$ cat src/rtl/gowin_tl_rx_adapter_pkg.sv
// Shared types and helpers for the Gowin TL RX to RIFFA RX adapter.
package gowin_tl_rx_adapter_pkg;

   localparam int GOWIN_DW_PER_BEAT = 8;
   localparam int GOWIN_DATA_W      = 32 * GOWIN_DW_PER_BEAT;

   // One skid FIFO entry; fields listed MSB first.
   typedef struct packed {
      logic [GOWIN_DATA_W-1:0] data;
      logic                    sop;
      logic                    eop;
      logic [2:0]              end_off;
      logic [5:0]              bardec;
      logic                    err;
   } gowin_rx_beat_t;

   // Bit position of eop inside gowin_rx_beat_t (err + bardec + end_off below it).
   localparam int GOWIN_BEAT_EOP_BIT = 10;

   // Index of the highest valid dword in a beat.
   function automatic logic [2:0] mask_to_end_off(input logic [7:0] mask);
      logic [2:0] off;
      off = 3'd0;
      for (int i = 0; i < GOWIN_DW_PER_BEAT; i++) begin
         if (mask[i]) begin
            off = 3'(i);
         end else begin
            off = off;
         end
      end
      return off;
   endfunction

   // A well-formed mask is non-empty and of the form 2**k-1.
   function automatic logic mask_is_contig(input logic [7:0] mask);
      return (mask != 8'h00) && ((mask & (mask + 8'h01)) == 8'h00);
   endfunction

endpackage

$ cat src/rtl/gowin_tl_rx_adapter_if.sv
// Controller-side TL RX stream, RIFFA-side RX_TLP stream and adapter status.
interface gowin_tl_rx_adapter_if;
   import gowin_tl_rx_adapter_pkg::*;

   logic                    tl_rx_sop;
   logic                    tl_rx_eop;
   logic [GOWIN_DATA_W-1:0] tl_rx_data;
   logic [7:0]              tl_rx_valid;
   logic [5:0]              tl_rx_bardec;
   logic [7:0]              tl_rx_err;
   logic                    tl_rx_wait;
   logic [GOWIN_DATA_W-1:0] rx_tlp;
   logic                    rx_tlp_valid;
   logic                    rx_tlp_ready;
   logic                    rx_tlp_start_flag;
   logic [2:0]              rx_tlp_start_offset;
   logic                    rx_tlp_end_flag;
   logic [2:0]              rx_tlp_end_offset;
   logic [5:0]              rx_tlp_bar_decode;
   logic                    rx_tlp_err;
   logic [15:0]             proto_err_cnt;
   logic                    overflow;

   modport slave (
      input  tl_rx_sop, tl_rx_eop, tl_rx_data, tl_rx_valid, tl_rx_bardec, tl_rx_err, rx_tlp_ready,
      output tl_rx_wait, rx_tlp, rx_tlp_valid, rx_tlp_start_flag, rx_tlp_start_offset,
             rx_tlp_end_flag, rx_tlp_end_offset, rx_tlp_bar_decode, rx_tlp_err,
             proto_err_cnt, overflow
   );

   modport master (
      output tl_rx_sop, tl_rx_eop, tl_rx_data, tl_rx_valid, tl_rx_bardec, tl_rx_err, rx_tlp_ready,
      input  tl_rx_wait, rx_tlp, rx_tlp_valid, rx_tlp_start_flag, rx_tlp_start_offset,
             rx_tlp_end_flag, rx_tlp_end_offset, rx_tlp_bar_decode, rx_tlp_err,
             proto_err_cnt, overflow
   );

endinterface

$ cat src/rtl/gowin_tl_rx_adapter_fifo.sv
// First-word-fall-through skid FIFO. mark_last sets one flag bit of the
// newest entry so a truncated TLP can still be closed while it is unread.
module gowin_tl_rx_adapter_fifo #(
   parameter int WIDTH      = 8,
   parameter int DEPTH_LOG2 = 3,
   parameter int MARK_BIT   = 0
) (
   input  logic                  clk,
   input  logic                  rst_n,
   input  logic                  wr_en,
   input  logic [WIDTH-1:0]      wr_data,
   input  logic                  mark_last,
   input  logic                  rd_en,
   output logic [WIDTH-1:0]      rd_data,
   output logic                  full,
   output logic                  empty,
   output logic [DEPTH_LOG2:0]   count
);

   localparam int                   DEPTH    = 1 << DEPTH_LOG2;
   localparam logic [DEPTH_LOG2:0]  CNT_FULL = (DEPTH_LOG2 + 1)'(DEPTH);
   localparam logic [DEPTH_LOG2:0]  CNT_ONE  = (DEPTH_LOG2 + 1)'(1);
   localparam logic [DEPTH_LOG2:0]  CNT_ZERO = (DEPTH_LOG2 + 1)'(0);
   localparam logic [DEPTH_LOG2-1:0] PTR_ONE = (DEPTH_LOG2)'(1);

   logic [WIDTH-1:0]      mem_r [DEPTH];
   logic [DEPTH_LOG2-1:0] wr_ptr_r;
   logic [DEPTH_LOG2-1:0] rd_ptr_r;
   logic [DEPTH_LOG2:0]   count_r;
   logic                  rd_ok_s;
   logic                  wr_ok_s;
   logic                  mark_ok_s;

   assign empty   = (count_r == CNT_ZERO);
   assign full    = (count_r == CNT_FULL);
   assign count   = count_r;
   assign rd_data = mem_r[rd_ptr_r];

   // A write into a full FIFO only lands when a read frees the slot this cycle;
   // an entry leaving this cycle counts as already delivered and is not patched.
   assign rd_ok_s   = rd_en & ~empty;
   assign wr_ok_s   = wr_en & (~full | rd_ok_s);
   assign mark_ok_s = mark_last & ~empty & ~(rd_ok_s & (count_r == CNT_ONE));

   // Storage array and in-place flag patch of the newest entry.
   always_ff @(posedge clk) begin
      if (wr_ok_s) begin
         mem_r[wr_ptr_r] <= wr_data;
      end
      if (mark_ok_s) begin
         mem_r[wr_ptr_r - PTR_ONE][MARK_BIT] <= 1'b1;
      end
   end

   // Pointers wrap naturally; occupancy is one bit wider to tell full from empty.
   always_ff @(posedge clk or negedge rst_n) begin
      if (!rst_n) begin
         wr_ptr_r <= '0;
         rd_ptr_r <= '0;
         count_r  <= CNT_ZERO;
      end else begin
         if (wr_ok_s) begin
            wr_ptr_r <= wr_ptr_r + PTR_ONE;
         end
         if (rd_ok_s) begin
            rd_ptr_r <= rd_ptr_r + PTR_ONE;
         end
         case ({wr_ok_s, rd_ok_s})
            2'b10:   count_r <= count_r + CNT_ONE;
            2'b01:   count_r <= count_r - CNT_ONE;
            default: count_r <= count_r;
         endcase
      end
   end

endmodule

$ cat src/rtl/gowin_tl_rx_adapter.sv
// Gowin PCIe TL RX stream to RIFFA RX_TLP adapter: framing FSM, mask decode,
// error accumulation, skid buffering and occupancy-based backpressure.
module gowin_tl_rx_adapter
   import gowin_tl_rx_adapter_pkg::*;
#(
   parameter int C_PCI_DATA_WIDTH  = 256,
   parameter int C_FIFO_DEPTH_LOG2 = 3,
   parameter int C_RX_WAIT_LATENCY = 2
) (
   input  logic                   pcie_tl_clk,
   input  logic                   pcie_tl_rst_n,
   gowin_tl_rx_adapter_if.slave   bus
);

   localparam int                          L            = C_FIFO_DEPTH_LOG2;
   localparam int                          WAIT_THRESH_I = (1 << L) - C_RX_WAIT_LATENCY - 1;
   localparam logic [L:0]                  WAIT_THRESH  = WAIT_THRESH_I[L:0];
   localparam logic [0:0]                  ST_IDLE      = 1'b0;
   localparam logic [0:0]                  ST_IN_PKT    = 1'b1;

   logic [0:0]     state_r, state_nxt_s;
   logic [5:0]     bar_r, bar_nxt_s;
   logic           err_acc_r, err_acc_nxt_s;
   gowin_rx_beat_t wr_beat_s, rd_beat_s;
   logic           beat_s, beat_err_s, wr_en_s, mark_s;
   logic           stray_s, restart_s, noncontig_s;
   logic [1:0]     proto_inc_s;
   logic [16:0]    proto_sum_s;
   logic [15:0]    proto_cnt_r;
   logic           overflow_r, wait_r;
   logic           full_s, empty_s, rd_s, wr_ok_s;
   logic [L:0]     count_s, occ_nxt_s;

   assign beat_s      = (bus.tl_rx_valid != 8'h00);
   assign beat_err_s  = |bus.tl_rx_err;
   assign noncontig_s = wr_en_s & ~mask_is_contig(bus.tl_rx_valid);
   assign proto_inc_s = {1'b0, stray_s} + {1'b0, restart_s} + {1'b0, noncontig_s};
   assign proto_sum_s = {1'b0, proto_cnt_r} + {15'h0000, proto_inc_s};
   assign rd_s        = bus.rx_tlp_ready & ~empty_s;
   assign wr_ok_s     = wr_en_s & (~full_s | rd_s);
   assign occ_nxt_s   = count_s + {{L{1'b0}}, wr_ok_s} - {{L{1'b0}}, rd_s};

   // Framing FSM: decides whether a beat is stored, dropped or restarts a TLP.
   always_comb begin
      wr_beat_s.data    = bus.tl_rx_data[C_PCI_DATA_WIDTH-1:0];
      wr_beat_s.sop     = bus.tl_rx_sop;
      wr_beat_s.eop     = bus.tl_rx_eop;
      wr_beat_s.end_off = mask_to_end_off(bus.tl_rx_valid);
      wr_beat_s.bardec  = bar_r;
      wr_beat_s.err     = err_acc_r | beat_err_s;
      wr_en_s       = 1'b0;
      mark_s        = 1'b0;
      stray_s       = 1'b0;
      restart_s     = 1'b0;
      state_nxt_s   = state_r;
      bar_nxt_s     = bar_r;
      err_acc_nxt_s = err_acc_r;
      if (beat_s) begin
         if (bus.tl_rx_sop) begin
            // A SOP always opens a fresh TLP; inside a packet it also closes the old one.
            wr_en_s          = 1'b1;
            wr_beat_s.bardec = bus.tl_rx_bardec;
            wr_beat_s.err    = beat_err_s;
            bar_nxt_s        = bus.tl_rx_bardec;
            err_acc_nxt_s    = beat_err_s;
            state_nxt_s      = bus.tl_rx_eop ? ST_IDLE : ST_IN_PKT;
            restart_s        = (state_r == ST_IN_PKT);
            mark_s           = restart_s;
         end else if (state_r == ST_IN_PKT) begin
            wr_en_s       = 1'b1;
            err_acc_nxt_s = err_acc_r | beat_err_s;
            state_nxt_s   = bus.tl_rx_eop ? ST_IDLE : ST_IN_PKT;
         end else begin
            stray_s = 1'b1;
         end
      end else begin
         state_nxt_s = state_r;
      end
   end

   // FSM state and per-TLP BAR / error context.
   always_ff @(posedge pcie_tl_clk or negedge pcie_tl_rst_n) begin
      if (!pcie_tl_rst_n) begin
         state_r   <= ST_IDLE;
         bar_r     <= 6'h00;
         err_acc_r <= 1'b0;
      end else begin
         state_r   <= state_nxt_s;
         bar_r     <= bar_nxt_s;
         err_acc_r <= err_acc_nxt_s;
      end
   end

   // Saturating framing error counter.
   always_ff @(posedge pcie_tl_clk or negedge pcie_tl_rst_n) begin
      if (!pcie_tl_rst_n) begin
         proto_cnt_r <= 16'h0000;
      end else if (proto_sum_s[16]) begin
         proto_cnt_r <= 16'hFFFF;
      end else begin
         proto_cnt_r <= proto_sum_s[15:0];
      end
   end

   // Sticky overflow flag and registered backpressure from next-cycle occupancy.
   always_ff @(posedge pcie_tl_clk or negedge pcie_tl_rst_n) begin
      if (!pcie_tl_rst_n) begin
         overflow_r <= 1'b0;
         wait_r     <= 1'b1;
      end else begin
         overflow_r <= overflow_r | (wr_en_s & full_s & ~rd_s);
         wait_r     <= (occ_nxt_s >= WAIT_THRESH);
      end
   end

   gowin_tl_rx_adapter_fifo #(
      .WIDTH      ($bits(gowin_rx_beat_t)),
      .DEPTH_LOG2 (C_FIFO_DEPTH_LOG2),
      .MARK_BIT   (GOWIN_BEAT_EOP_BIT)
   ) u_fifo (
      .clk       (pcie_tl_clk),
      .rst_n     (pcie_tl_rst_n),
      .wr_en     (wr_en_s),
      .wr_data   (wr_beat_s),
      .mark_last (mark_s),
      .rd_en     (bus.rx_tlp_ready),
      .rd_data   (rd_beat_s),
      .full      (full_s),
      .empty     (empty_s),
      .count     (count_s)
   );

   // RIFFA-side view of the FIFO head; everything reads zero while empty.
   always_comb begin
      bus.tl_rx_wait          = wait_r;
      bus.proto_err_cnt       = proto_cnt_r;
      bus.overflow            = overflow_r;
      bus.rx_tlp_valid        = ~empty_s;
      bus.rx_tlp_start_offset = 3'd0;
      if (empty_s) begin
         bus.rx_tlp            = '0;
         bus.rx_tlp_start_flag = 1'b0;
         bus.rx_tlp_end_flag   = 1'b0;
         bus.rx_tlp_end_offset = 3'd0;
         bus.rx_tlp_bar_decode = 6'h00;
         bus.rx_tlp_err        = 1'b0;
      end else begin
         bus.rx_tlp            = rd_beat_s.data;
         bus.rx_tlp_start_flag = rd_beat_s.sop;
         bus.rx_tlp_end_flag   = rd_beat_s.eop;
         bus.rx_tlp_end_offset = rd_beat_s.eop ? rd_beat_s.end_off : 3'd0;
         bus.rx_tlp_bar_decode = rd_beat_s.bardec;
         bus.rx_tlp_err        = rd_beat_s.eop & rd_beat_s.err;
      end
   end

endmodule

$ cat src/flat_wrapper.sv
// flat-port wrapper written by rule: the top's interface ports become plain ports
module gowin_tl_rx_adapter_flat import gowin_tl_rx_adapter_pkg::*;
#(
   parameter int C_PCI_DATA_WIDTH  = 256,
   parameter int C_FIFO_DEPTH_LOG2 = 3,
   parameter int C_RX_WAIT_LATENCY = 2
)
  (pcie_tl_clk, pcie_tl_rst_n, bus_tl_rx_sop, bus_tl_rx_eop, bus_tl_rx_data, bus_tl_rx_valid, bus_tl_rx_bardec, bus_tl_rx_err, bus_rx_tlp_ready, bus_tl_rx_wait, bus_rx_tlp, bus_rx_tlp_valid, bus_rx_tlp_start_flag, bus_rx_tlp_start_offset, bus_rx_tlp_end_flag, bus_rx_tlp_end_offset, bus_rx_tlp_bar_decode, bus_rx_tlp_err, bus_proto_err_cnt, bus_overflow);
  gowin_tl_rx_adapter_if bus_i ();
  input  logic pcie_tl_clk;
  input  logic pcie_tl_rst_n;
  input wire logic [$bits(bus_i.tl_rx_sop)-1:0] bus_tl_rx_sop;
  input wire logic [$bits(bus_i.tl_rx_eop)-1:0] bus_tl_rx_eop;
  input wire logic [$bits(bus_i.tl_rx_data)-1:0] bus_tl_rx_data;
  input wire logic [$bits(bus_i.tl_rx_valid)-1:0] bus_tl_rx_valid;
  input wire logic [$bits(bus_i.tl_rx_bardec)-1:0] bus_tl_rx_bardec;
  input wire logic [$bits(bus_i.tl_rx_err)-1:0] bus_tl_rx_err;
  input wire logic [$bits(bus_i.rx_tlp_ready)-1:0] bus_rx_tlp_ready;
  output wire logic [$bits(bus_i.tl_rx_wait)-1:0] bus_tl_rx_wait;
  output wire logic [$bits(bus_i.rx_tlp)-1:0] bus_rx_tlp;
  output wire logic [$bits(bus_i.rx_tlp_valid)-1:0] bus_rx_tlp_valid;
  output wire logic [$bits(bus_i.rx_tlp_start_flag)-1:0] bus_rx_tlp_start_flag;
  output wire logic [$bits(bus_i.rx_tlp_start_offset)-1:0] bus_rx_tlp_start_offset;
  output wire logic [$bits(bus_i.rx_tlp_end_flag)-1:0] bus_rx_tlp_end_flag;
  output wire logic [$bits(bus_i.rx_tlp_end_offset)-1:0] bus_rx_tlp_end_offset;
  output wire logic [$bits(bus_i.rx_tlp_bar_decode)-1:0] bus_rx_tlp_bar_decode;
  output wire logic [$bits(bus_i.rx_tlp_err)-1:0] bus_rx_tlp_err;
  output wire logic [$bits(bus_i.proto_err_cnt)-1:0] bus_proto_err_cnt;
  output wire logic [$bits(bus_i.overflow)-1:0] bus_overflow;
  assign bus_i.tl_rx_sop = bus_tl_rx_sop;
  assign bus_i.tl_rx_eop = bus_tl_rx_eop;
  assign bus_i.tl_rx_data = bus_tl_rx_data;
  assign bus_i.tl_rx_valid = bus_tl_rx_valid;
  assign bus_i.tl_rx_bardec = bus_tl_rx_bardec;
  assign bus_i.tl_rx_err = bus_tl_rx_err;
  assign bus_i.rx_tlp_ready = bus_rx_tlp_ready;
  assign bus_tl_rx_wait = bus_i.tl_rx_wait;
  assign bus_rx_tlp = bus_i.rx_tlp;
  assign bus_rx_tlp_valid = bus_i.rx_tlp_valid;
  assign bus_rx_tlp_start_flag = bus_i.rx_tlp_start_flag;
  assign bus_rx_tlp_start_offset = bus_i.rx_tlp_start_offset;
  assign bus_rx_tlp_end_flag = bus_i.rx_tlp_end_flag;
  assign bus_rx_tlp_end_offset = bus_i.rx_tlp_end_offset;
  assign bus_rx_tlp_bar_decode = bus_i.rx_tlp_bar_decode;
  assign bus_rx_tlp_err = bus_i.rx_tlp_err;
  assign bus_proto_err_cnt = bus_i.proto_err_cnt;
  assign bus_overflow = bus_i.overflow;
  gowin_tl_rx_adapter #(.C_PCI_DATA_WIDTH(C_PCI_DATA_WIDTH), .C_FIFO_DEPTH_LOG2(C_FIFO_DEPTH_LOG2), .C_RX_WAIT_LATENCY(C_RX_WAIT_LATENCY)) u_core (.pcie_tl_clk(pcie_tl_clk), .pcie_tl_rst_n(pcie_tl_rst_n), .bus(bus_i));
endmodule
$ cat config.mk
export PLATFORM = sky130hd
export DESIGN_NAME = gowin_tl_rx_adapter_flat
export DESIGN_NICKNAME = d
export VERILOG_FILES = /design/src/rtl/gowin_tl_rx_adapter_pkg.sv /design/src/rtl/gowin_tl_rx_adapter_if.sv /design/src/rtl/gowin_tl_rx_adapter_fifo.sv /design/src/rtl/gowin_tl_rx_adapter.sv /design/src/flat_wrapper.sv
export SDC_FILE = /design/constraint.sdc
export NUM_CORES = 2
export LEC_CHECK = 0
export ABC_CLOCK_PERIOD_IN_PS = 49000
export CORE_MARGIN = 2
export CORE_UTILIZATION = 50
export CTS_CLUSTER_SIZE = 20
export DETAILED_ROUTE_END_ITERATION = 12
export GPL_TIMING_DRIVEN = 0
export PLACE_DENSITY = 0.79
export SYNTH_ARGS = -nofsm -noshare
export SYNTH_HDL_FRONTEND = slang
export SYNTH_HIERARCHICAL = 1
export SYNTH_SLANG_ARGS = --single-unit
$ cat constraint.sdc
create_clock -name pcie_tl_clk -period 49 [get_ports pcie_tl_clk]
set_input_delay 7.35 -clock pcie_tl_clk [delete_from_list [all_inputs] [get_ports pcie_tl_clk]]
set_output_delay 7.35 -clock pcie_tl_clk [all_outputs]
set_load 0.1 [all_outputs]
==> results.env <==
DRV_SLEW=0
MOST_FREQUENT_CELLS_IN_THE_LAYOUT='2136 x edfxtp_1, 568 x clkdlybuf4s50_1, 369 x mux4_2'
SLEW_HEADROOM=0.0565
DRT_PASS1_ITERATIONS=5
DRC=0
VIA_COUNT_OF_THE_FIRST_GLOBAL_ROUTING_PASS=42900
TNS_NS=0
LEADING_CELL_TYPE_IN_THE_LAYOUT_FILL_AND_TAPS_EXCLUDED='edfxtp_1'
YS.FLOP_TYPE='edfxtp_1'
COREAREA_UM2=170000
LAYOUT-DRIVE-GT1-SHARE=0.277
CTSROOTBUFFERMASTER='clkbuf_16'
NUMBER_OF_ANTENNA_VIOLATIONS_AT_THE_FIRST_CHECK_IN_GLOBAL_ROUTING=45
POST_SYNTHESIS_CELL_AREA_UM2=85400
SYNTHESIS.INSTANCES=3676
POSTSYNTHREGISTERBITS=2180
CP-START-KIND='flop'
SYN_TO_FINAL_GROWTH_PCT=21.9
CTS-BUFFERS-INSERTED=210
ROUTABILITYCONGESTION=0.793
HOLD_WC_PATH_TYPE='reg2reg'
SYNTHESIS.AREA_PER_INSTANCE_UM2=23.2
PORT_BUFFERS=569
CRITICAL_PATH_END_TYPE='output port'
SYNTH_EDF_COUNT=2136
FINAL.FILL_COUNT=11400
FINAL_SKEW_NS=0.0507
DIE_AREA_UM2=174000
ROWS=151
GRT_SETUP_UNREPAIRED='false'
NUMBER_OF_VIAS_AFTER_DETAILED_ROUTING=42000
CTS_RESIZED=0
INSERTION_DELAY_NS=0.84
YS.WARNINGS.COUNT=6
POSTCTSSETUPREPAIRBUFS=0
CRITICALPATHCATEGORY='reg2out'
ROUTED_WIRELENGTH_UM=201000
TIGHTEST_SLEW_NS=1.42
PATH_CLK_SLEW_NS=0.06
CTS.HOLD.BUFFERS_ADDED=0
DRT_FIRST_ITER_VIOLATIONS=3606
GRT.OVERFLOW.TOTAL=0
GLOBALROUTEMET1UTIL=0.292
TRITONCTS='done'
CLK_BUF_DEPTH=3
MAXCAPVIOLCOUNT=0
POST_SYNTH_NUM_CELL_TYPES=54
YOSYSSEQAREASHARE=0.763
ROUTED_WIRE_LENGTH_PER_INSTANCE_UM=27.9
ANT_NETS=0
TIMING.FINAL.CRIT_SHARE=0.262
DP_WIRELENGTH_UM=138000
FINAL_HOLD_VIOLATING_ENDPOINTS=0
CTS_HTREE_LEVELS=4
MAX_FREQ_MHz=77.8
CLOCK_SINK_COUNT=2180
GR_USAGE_TOTAL=0.230
POST-ROUTE-MIN-PERIOD_NS=12.86
OUTCOME='completed'
CP.REQUIRED_NS=41.65
CP_DATA_ARRIVAL_TIME_NS=5.51
ASYNCSETRESETFLOPFRACSYNTH=0.0165
GRT_UTIL_MET3=0.0383
CP_MAX_FO=10
TOP_LEVEL_PORTS=573
DIEHEIGHT_UM=417
GRT_PEAK_USE_LAYER='met2'
ROUTED_VIA_DENSITY=5.81
GRT_FIRST_PASS_WIRELENGTH_UM=292000
DIE_WIDTH_UM=417
NUMBER_OF_ENDPOINTS_FAILING_SETUP_AT_THE_FINAL_STAGE=0
SEQCELLAREA_UM2=65200
AREA_OF_COMBINATIONAL_CELLS_WITH_MULTIPLE_INPUTS_UM2=19000
STARTING_DENSITY_OF_THE_CORE=0.504
DESIGN.FINAL.NETS=5089
GLOBALROUTEMET2UTIL=0.388
GRT_START_MAX_NET_PINS=37
## per-layer routing
layer  part of all wire  wire length (µm)
met5            0.00049                99
met4              0.046              9300
met3              0.056             11300
met2               0.52            104000
met1               0.38             76500
## flip-flops by register name, summed over array words and instances (netlist names)
register                  count
u_core/bar_r                  6
u_core/bus.overflow           1
u_core/bus.proto_err_cnt     16
u_core/bus.tl_rx_wait         1
u_core/err_acc_r              1
u_core/state_r                1
u_core/u_fifo/count           4
u_core/u_fifo/mem_r        2144
u_core/u_fifo/rd_ptr_r        3
u_core/u_fifo/wr_ptr_r        3
## kinds of logic (layout without fill, tap and decap cells)
group,Yosys count,after routing,synth area share
compound gates,52,52,0.00375
xor+xnor,20,20,0.00205
fa+ha+maj,15,15,0.00246
buf+inv,215,1507,0.0156
flops,2180,2180,0.763
mux,828,828,0.187
other cells,1,35,0.0000439
simple gates,365,365,0.0260
## path summary, 6_finish.rpt
check | from | end | slack (ns) | cells after the start
worst min register to register | u_core/bus.overflow | u_core/bus.overflow | 0.48 | 1
worst max-delay path | u_core/u_fifo/count[1] | bus_rx_tlp[196] | 36.14 | 9
min in group asynchronous | pcie_tl_rst_n | u_core/bus.proto_err_cnt[7] | 6.48 | 2
worst min-delay path | u_core/bus.overflow | u_core/bus.overflow | 0.48 | 1
worst max register to register | u_core/state_r | u_core/u_fifo/mem_r[0][92] | 44.35 | 14
max in group asynchronous | pcie_tl_rst_n | u_core/bus.tl_rx_wait | 42.26 | 2
## cells in the mapped netlist (all sizes together) (2+ instances only)
cell,n,share of area
edfxtp,2136,0.75
mux4,536,0.15
mux2,283,0.037
nor2b,269,0.020
buf,114,0.011
clkbuf,79,0.0035
dfrtp,35,0.010
nand2,25,0.0011
inv,22,0.00097
nor2,19,0.00083
o21ai,18,0.0011
a21oi,14,0.00086
xnor2,13,0.0013
ha,12,0.0018
nand3,11,0.00094
nor4,11,0.0011
mux2i,9,0.0011
dfxtp,8,0.0019
nor3,7,0.00041
xor2,7,0.00072
and2,5,0.00037
nand2b,5,0.00037
or3,4,0.00029
a21boi,3,0.00026
a21o,3,0.00026
fa,3,0.00070
a31oi,2,0.00015
a41oi,2,0.00021
and3,2,0.00015
nor4b,2,0.00035
o31ai,2,0.00018
or2b,2,0.00018
## critical path: stages (launching register included)
cell	delay, ns
dfrtp_1	0.48
inv_1	0.12
ha_1	0.27
nand2b_1	0.09
clkbuf_1	0.20
nor2_1	0.62
clkbuf_1	1.02
clkbuf_1	0.62
nor2b_1	0.19
clkdlybuf4s50_1	1.02
## per-stage QoR
step                      cell area [µm²]  utilization  hold WS, ns  setup slack (ns)  cells
after detailed placement            97200        0.573        0.455             36.68   6797
after global placement              93900        0.554        0.450            -14.30   6465
after floorplan                     85400            -        0.433             14.01   3678
final                              104000        0.614        0.480             36.14   7220
after global routing               104000        0.614        0.494             35.85   7215
after CTS                          104000        0.613        0.471             35.91   7188
## area by class of cell
type | instances | area share
Multi-Input combinational cell | 1283 | 0.182
Clock buffer | 260 | 0.0525
Antenna cell | 32 | 0.000769
Sequential cell | 2180 | 0.626
Clock inverter | 131 | 0.0137
Inverter | 22 | 0.000793
Buffer | 193 | 0.0120
Timing Repair Buffer | 901 | 0.0853
Tap cell | 2218 | 0.0266
Power is not shown: default switching activity piles up to over one toggle a cycle in this logic, so the estimate is an artifact.
